## config.mk

```make
export PLATFORM = sky130hd
export DESIGN_NAME = perf_halt_monitor
export DESIGN_NICKNAME = d
export VERILOG_FILES = /design/src/rtl/perf_halt_monitor.sv
export SDC_FILE = /design/constraint.sdc
export NUM_CORES = 1
export LEC_CHECK = 0
export ABC_AREA = 1
export BUFFER_PORTS_ARGS = -buffer_cell sky130_fd_sc_hd__clkbuf_2
export CORE_ASPECT_RATIO = 0.7
export CORE_MARGIN = 4
export CORE_UTILIZATION = 55
export DETAILED_ROUTE_END_ITERATION = 16
export GPL_ROUTABILITY_DRIVEN = 0
export PLACE_DENSITY = 0.78
export SYNTH_ARGS = -nofsm -noshare
export SYNTH_HDL_FRONTEND = slang
export SYNTH_SLANG_ARGS = --single-unit
```

## constraint.sdc

```tcl
create_clock -name clk -period 4 [get_ports clk]
set_clock_uncertainty 0.15 [all_clocks]
set_input_delay 0.4 -clock clk [delete_from_list [all_inputs] [get_ports clk]]
set_output_delay 0.4 -clock clk [all_outputs]
set_load 0.01 [all_outputs]
```

## src/rtl/perf_halt_monitor.sv

```systemverilog
// Run-control and performance counters at the write-back end of the pipeline.
// Counts cycles/retired/stalled instructions, drains on halt, then freezes.
module perf_halt_monitor #(
  parameter int unsigned CNT_W        = 32,
  parameter int unsigned DRAIN_CYCLES = 5
) (
  input  logic             clk,
  input  logic             rst,
  input  logic             wb_valid,
  input  logic             stall,
  input  logic             halt_req,
  output logic [CNT_W-1:0] inst_count,
  output logic [CNT_W-1:0] cycle_count,
  output logic [CNT_W-1:0] stall_count,
  output logic             stop,
  output logic             done
);

  typedef enum logic [1:0] {
    S_RUN,
    S_DRAIN,
    S_DONE
  } state_t;

  localparam logic [7:0]       DRAIN_LOAD = 8'(DRAIN_CYCLES - 1);
  localparam logic [CNT_W-1:0] CNT_ONE    = CNT_W'(1);

  state_t           r_state;
  logic [7:0]       r_drain_cnt;
  logic [CNT_W-1:0] r_inst;
  logic [CNT_W-1:0] r_cycle;
  logic [CNT_W-1:0] r_stall;
  logic             r_stop;
  logic             r_done;

  logic w_inst_sat;
  logic w_cycle_sat;
  logic w_stall_sat;

  // Counters saturate at all-ones rather than wrapping.
  assign w_inst_sat  = &r_inst;
  assign w_cycle_sat = &r_cycle;
  assign w_stall_sat = &r_stall;

  always_ff @(posedge clk) begin
    if (rst) begin
      r_state     <= S_RUN;
      r_drain_cnt <= '0;
      r_inst      <= '0;
      r_cycle     <= '0;
      r_stall     <= '0;
      r_stop      <= 1'b0;
      r_done      <= 1'b0;
    end else begin
      case (r_state)
        S_RUN: begin
          if (!w_cycle_sat)            r_cycle <= r_cycle + CNT_ONE;
          if (wb_valid && !w_inst_sat) r_inst  <= r_inst + CNT_ONE;
          if (stall && !w_stall_sat)   r_stall <= r_stall + CNT_ONE;
          if (halt_req) begin
            r_state     <= S_DRAIN;
            r_drain_cnt <= DRAIN_LOAD;
            r_stop      <= 1'b1;
          end
        end
        S_DRAIN: begin
          // In-flight instructions still retire, including on the final DRAIN edge.
          if (wb_valid && !w_inst_sat) r_inst <= r_inst + CNT_ONE;
          if (r_drain_cnt == '0) begin
            r_state <= S_DONE;
            r_done  <= 1'b1;
          end else begin
            r_drain_cnt <= r_drain_cnt - 8'd1;
          end
        end
        S_DONE: begin
          r_state <= S_DONE;
        end
        default: begin
          r_state <= S_RUN;
          r_stop  <= 1'b0;
          r_done  <= 1'b0;
        end
      endcase
    end
  end

  assign inst_count  = r_inst;
  assign cycle_count = r_cycle;
  assign stall_count = r_stall;
  assign stop        = r_stop;
  assign done        = r_done;

endmodule

```

After elaboration in Yosys (flattened, before gate mapping)
Index checks and enable logic that the tools add are counted.

storage, ports and cells
  register bits after elaboration = 108
  logic and storage cells = 49
  output and inout bits = 98
  bits of input ports = 5

cells by class
  $add $sub $neg = 4
  multiplexer cells = 10
  equal/unequal tests = 5
  bitwise logic cells = 3
  reductions and logical operators = 20

operators by type and width
  operator                                                             number
  32-bit by 1-bit adder with 32-bit output (second input constant)     3
  32-bit AND reduction                                                 3
  8-bit 2-to-1 mux                                                     2
  8-bit case mux with 2 select lines                                   1
  2-bit AND reduction                                                  6
  8-bit logical NOT                                                    1
  8-bit by 1-bit subtractor with 8-bit output (second input constant)  1
  2-bit inequality test (second input constant)                        3
  2-bit case mux with 3 select lines                                   1
  2-bit OR reduction                                                   3
  2-bit 2-to-1 mux                                                     2
  1-bit case mux with 2 select lines                                   2
  1-bit inverter                                                       3
  3-bit AND reduction                                                  1
  2-bit by 1-bit == test with 1-bit output (second input constant)     1
  2-bit == test (second input constant)                                1
  1-bit logical AND                                                    2
  1-bit logical NOT                                                    2
  2-bit logical NOT                                                    1
  1-bit 2-to-1 mux                                                     2
  2-bit nonzero test                                                   1

Depth between registers and ports, before layout
  word-level depth = 4
  gate-level depth with buffers = 12
  gate-level depth less buffers = 11

Worst setup path before layout
No wires, ideal clock.

  path type = flip-flop to flip-flop
  from = register r_cycle[0] (netlist: cycle_count[0])
  to = register r_cycle[10] (netlist: cycle_count[10])
  setup time = 132 ps
  path buffers = 1
  data required time = 3,718 ps
  setup slack = 2,137 ps
  stages on the path, launching flop included = 12
  clock period less this slack = 1,863 ps
  arrival = 1,581 ps
  cells stage by stage = dfxtp_1 > ha_1 > inv_2 > nor2_1 > nand2_2 > nor2_4 > nand2_2 > nand2_4 > inv_2 > buf_6 > nand2_1 > a21oi_1

between the ends
  longest elaborated chain between the ends = 3
  elaborated cells between the ends (all ways) = 4
  those cells by class = add/sub: 1; bitwise: 1; reduce/logical: 2

ends and longest elaborated chain
  element                                                                                           RTL line  source
  from (decl)                                                                                       31        logic [CNT_W-1:0] r_cycle;
  from (signal assigned)                                                                            57        if (!w_cycle_sat) r_cycle <= r_cycle + CNT_ONE;
  parallel branches: the longest is 3 deep, another holds 32-bit by 1-bit adder with 32-bit output  --

Parallel ways; which one is timed is not known.
A chain may end at the register's enable or synchronous reset.

Worst setup path in the final report
  from = register r_state[0]
  to = register r_inst[11] (netlist: inst_count[11])

between the ends
  longest elaborated chain between the ends = 3
  elaborated cells between the ends (all ways) = 4
  those cells by class = eq/ne: 1; reduce/logical: 3

ends and longest elaborated chain
  element                                                                        RTL line  source
  from (decl)                                                                    28        state_t r_state;
  from (signal assigned)                                                         47        r_state <= S_RUN;
  from (signal assigned)                                                         61        r_state <= S_DRAIN;
  from (signal assigned)                                                         70        r_state <= S_DONE;
  2-bit by 1-bit == test with 1-bit output or 2-bit logical NOT (tied branches)  55        case (r_state)
  2-bit OR reduction (no source line) *                                          --
  2-bit AND reduction (no source line) *                                         --
  to (signal assigned)                                                           58        if (wb_valid && !w_inst_sat) r_inst <= r_inst + CNT_ONE;
  to (signal assigned)                                                           68        if (wb_valid && !w_inst_sat) r_inst <= r_inst + CNT_ONE;
  to (decl)                                                                      30        logic [CNT_W-1:0] r_inst;

Every way passes the cells marked *; elsewhere a longest branch is shown, timed or not.

==> flow_summary.yaml <==
status:
  status: "complete, no violations"
route:
  wire_per_inst_um: 13.18
  viasPerCell: 5.238
  drt_pass1_iterations: 5
  drt_wl_total_mm: 18.33
  num_vias: 7281
  drc_errors: 0
  drtIter0Drc: 681
  ant_nets: 0
final_layout:
  nNetsFinal: 1241
  drive_above_1_share_pct: 12.98
  finalNonFillerCells: 1390
  post-route-util_pct: 63.77
  fin_area_um2: 7584
  area_growth_pct: 11.93
  diodes: 0
  fillerInstances: 1176
worst_hold_path:
  min_path_type: "in -> reg"
  worstHoldStart: "halt_req"
timing:
  finalSetupViolations: 0
  timing.final.crit_share_pct: 62.71
  worstMarginPinSlew_ns: 1.082
  finalSetupTns_ns: 0
  clock.fmax_mhz: 398.7
  slew_viol_final: 0
  fin_crit_ns: 2.508
  hold_viol_final: 0
  rsz0062_at_grt: "false"
  whs_ns: 0.2468
  maxSlewHeadroom_pct: 27.85
  fin_ws_ns: 1.492
clocking:
  path_clk_slew_ns: 0.07
  ctsLongestPathBuffers: 2
  post-cts-setup-buffers: 0
  clk_latency_ns: 0.35
  h-tree-depth: 3
  cts_num_sinks: 108
  cts_tree: "yes"
  cts_hold_buf: 0
  cts_buffers: 9
  cts-resized-gates: 0
  clock-root-buffer: "clkbuf_16"
worst_setup_path:
  start_kind: "flop"
  end_kind: "flop"
  critPathLaunch: "r_state[0]$_SDFFE_PP0P_"
  worstPathArrival_ns: 2.57
  worstPathRequired_ns: 4.06
  worstReg2RegStart: "r_state[0]$_SDFFE_PP0P_"
  critical_path_class: "reg -> reg"
  path_max_fanout: 38
global_routing:
  grt_overflow: 0
  grt_pass1_vias: 6485
  antenna_found_initial: 0
  track_usage_pct: 26.48
  grt_first_pass_wirelength_mm: 31.23
  grt_max_degree: 53
synth:
  synth-edff-count: 0
  yosysSeqAreaShare_pct: 31.91
  yosys.area_share.simple_pct: 48.00
  yosys_warnings: 0
  syn_area_per_cell_um2: 5.938
  ys_seq_elements: 108
  synthAdderAreaFrac_pct: 1.477
  syn_nets: 1154
  synthFlopType: "dfxtp_1"
  syn_inst: 1141
  synth_area_um2: 6775
  synth_xor_area_share_pct: 3.361
  synth_compound_area_share_pct: 6.999
  ys_types: 32
  synthMuxAreaShare_pct: 0
  synth_top_family_by_area: "simple AND/OR/NAND/NOR gates"
  async_flop_share_pct: 0
placement:
  port_buffers: 102
  placed_cell_area_um2: 7302
  pre_cts_ws_ns: 1.491
  dpl.hpwl_mm: 13.51
  dp.cells: 1374
die:
  rows: 33
  ios: 103
  die_h_um: 100.9
  die_w_um: 140.7
  start_util_pct: 56.98
  die-area_um2: 14190
  core_um2: 11890
power_and_ir_drop:
  fin_total_pwr_mw: 3.204
  power.leakage_nw: 2.956
  vdd_drop_max_mv: 0.3946
  powerDensity_nw_per_um2: 422.5
run:
  drv_cap: 0
[worst max-delay path, cell delays in order, from the launching register on]
cell	delay [ns]
dfxtp_1	0.32
inv_1	0.10
ha_1	0.53
nor2_1	0.13
inv_1	0.11
nand3_2	0.57
o21ai_0	0.40
nor2_1	0.06
[cell usage after synthesis, types with 9 or more instances]
| cell | count | area share (%) |
|---|---|---|
| nand2_1 | 406 | 22 |
| xor2_1 | 22 | 2.8 |
| nand3b_1 | 14 | 1.6 |
| nor3_1 | 26 | 1.9 |
| inv_1 | 90 | 5.0 |
| buf_2 | 9 | 0.66 |
| nand2_2 | 9 | 0.83 |
| o21ai_0 | 29 | 2.1 |
| dfxtp_1 | 108 | 32 |
| a21oi_1 | 58 | 4.3 |
| nand3_1 | 54 | 4.0 |
| nor2_2 | 17 | 1.6 |
| buf_6 | 10 | 1.7 |
| nor2_1 | 236 | 13 |
[registers in the layout, indices dropped and copies added, names as in the netlist]
name,count
r_drain_cnt,8
stall_count,32
done,1
stop,1
r_state,2
cycle_count,32
inst_count,32
[cells in the final DEF (no fill, tap or decap), types with 8 or more instances in the layout]
cell type and instances:
nand3b_1 14, dfxtp_1 108, ha_1 8, nor2_2 17
clkbuf_2 102, nor2_1 236, nand2_2 9, inv_1 90
a21oi_1 58, xor2_1 22, nor3_1 26, nand4_1 8
nand3_1 54, clkbuf_16 9, o21ai_0 29, nand2_1 406
[worst paths after layout]
path / slack [ns] / endpoint / cells past startpoint
worst max-delay path: 1.49 / inst_count[11]$_SDFFE_PP0P_ / 7
worst max register to register: 1.49 / inst_count[11]$_SDFFE_PP0P_ / 7
worst min-delay path: 0.25 / stop$_SDFFE_PP0P_ / 3
worst min register to register: 0.33 / r_drain_cnt[0]$_SDFFE_PP0P_ / 2
[layout make-up]
cell class,instances,area (um^2),share of cell area [%]
sequential,108,2162,28.51
clock buffer,13,260.3,3.432
timing repair buffer,105,533.0,7.029
inverter,95,356.6,4.702
tap,157,196.4,2.590
multi-input combinational,909,4054,53.46
clock inverter,3,21.27,0.2805
[layer usage]
| metal | share of wire (%) | routed length, um | vias to the layer above | track usage (%) |
|---|---|---|---|---|
| li1 | - | - | 3726 | - |
| met1 | 50 | 9107 | 3269 | 40.69 |
| met2 | 40 | 7362 | 267 | 38.16 |
| met3 | 9.0 | 1649 | 19 | 5.168 |
| met4 | 1.1 | 208 | 0 | 5.808 |
| met5 | 0 | 0 | - | 0 |
[power by group]
part | switching, mW | internal [mW] | total (mW)
Sequential | 0.122 | 1.18 | 1.31
Combinational | 0.722 | 0.313 | 1.04
Clock | 0.404 | 0.458 | 0.862
[cell families after synthesis]
logic type | Yosys count
and+or+nand+nor | 783
buffers and inverters | 124
DFF | 108
AOI/OAI and AO/OA | 92
xor gates and xnor gates | 26
adders and majority gates | 8
(Power assumes the default switching activity.)
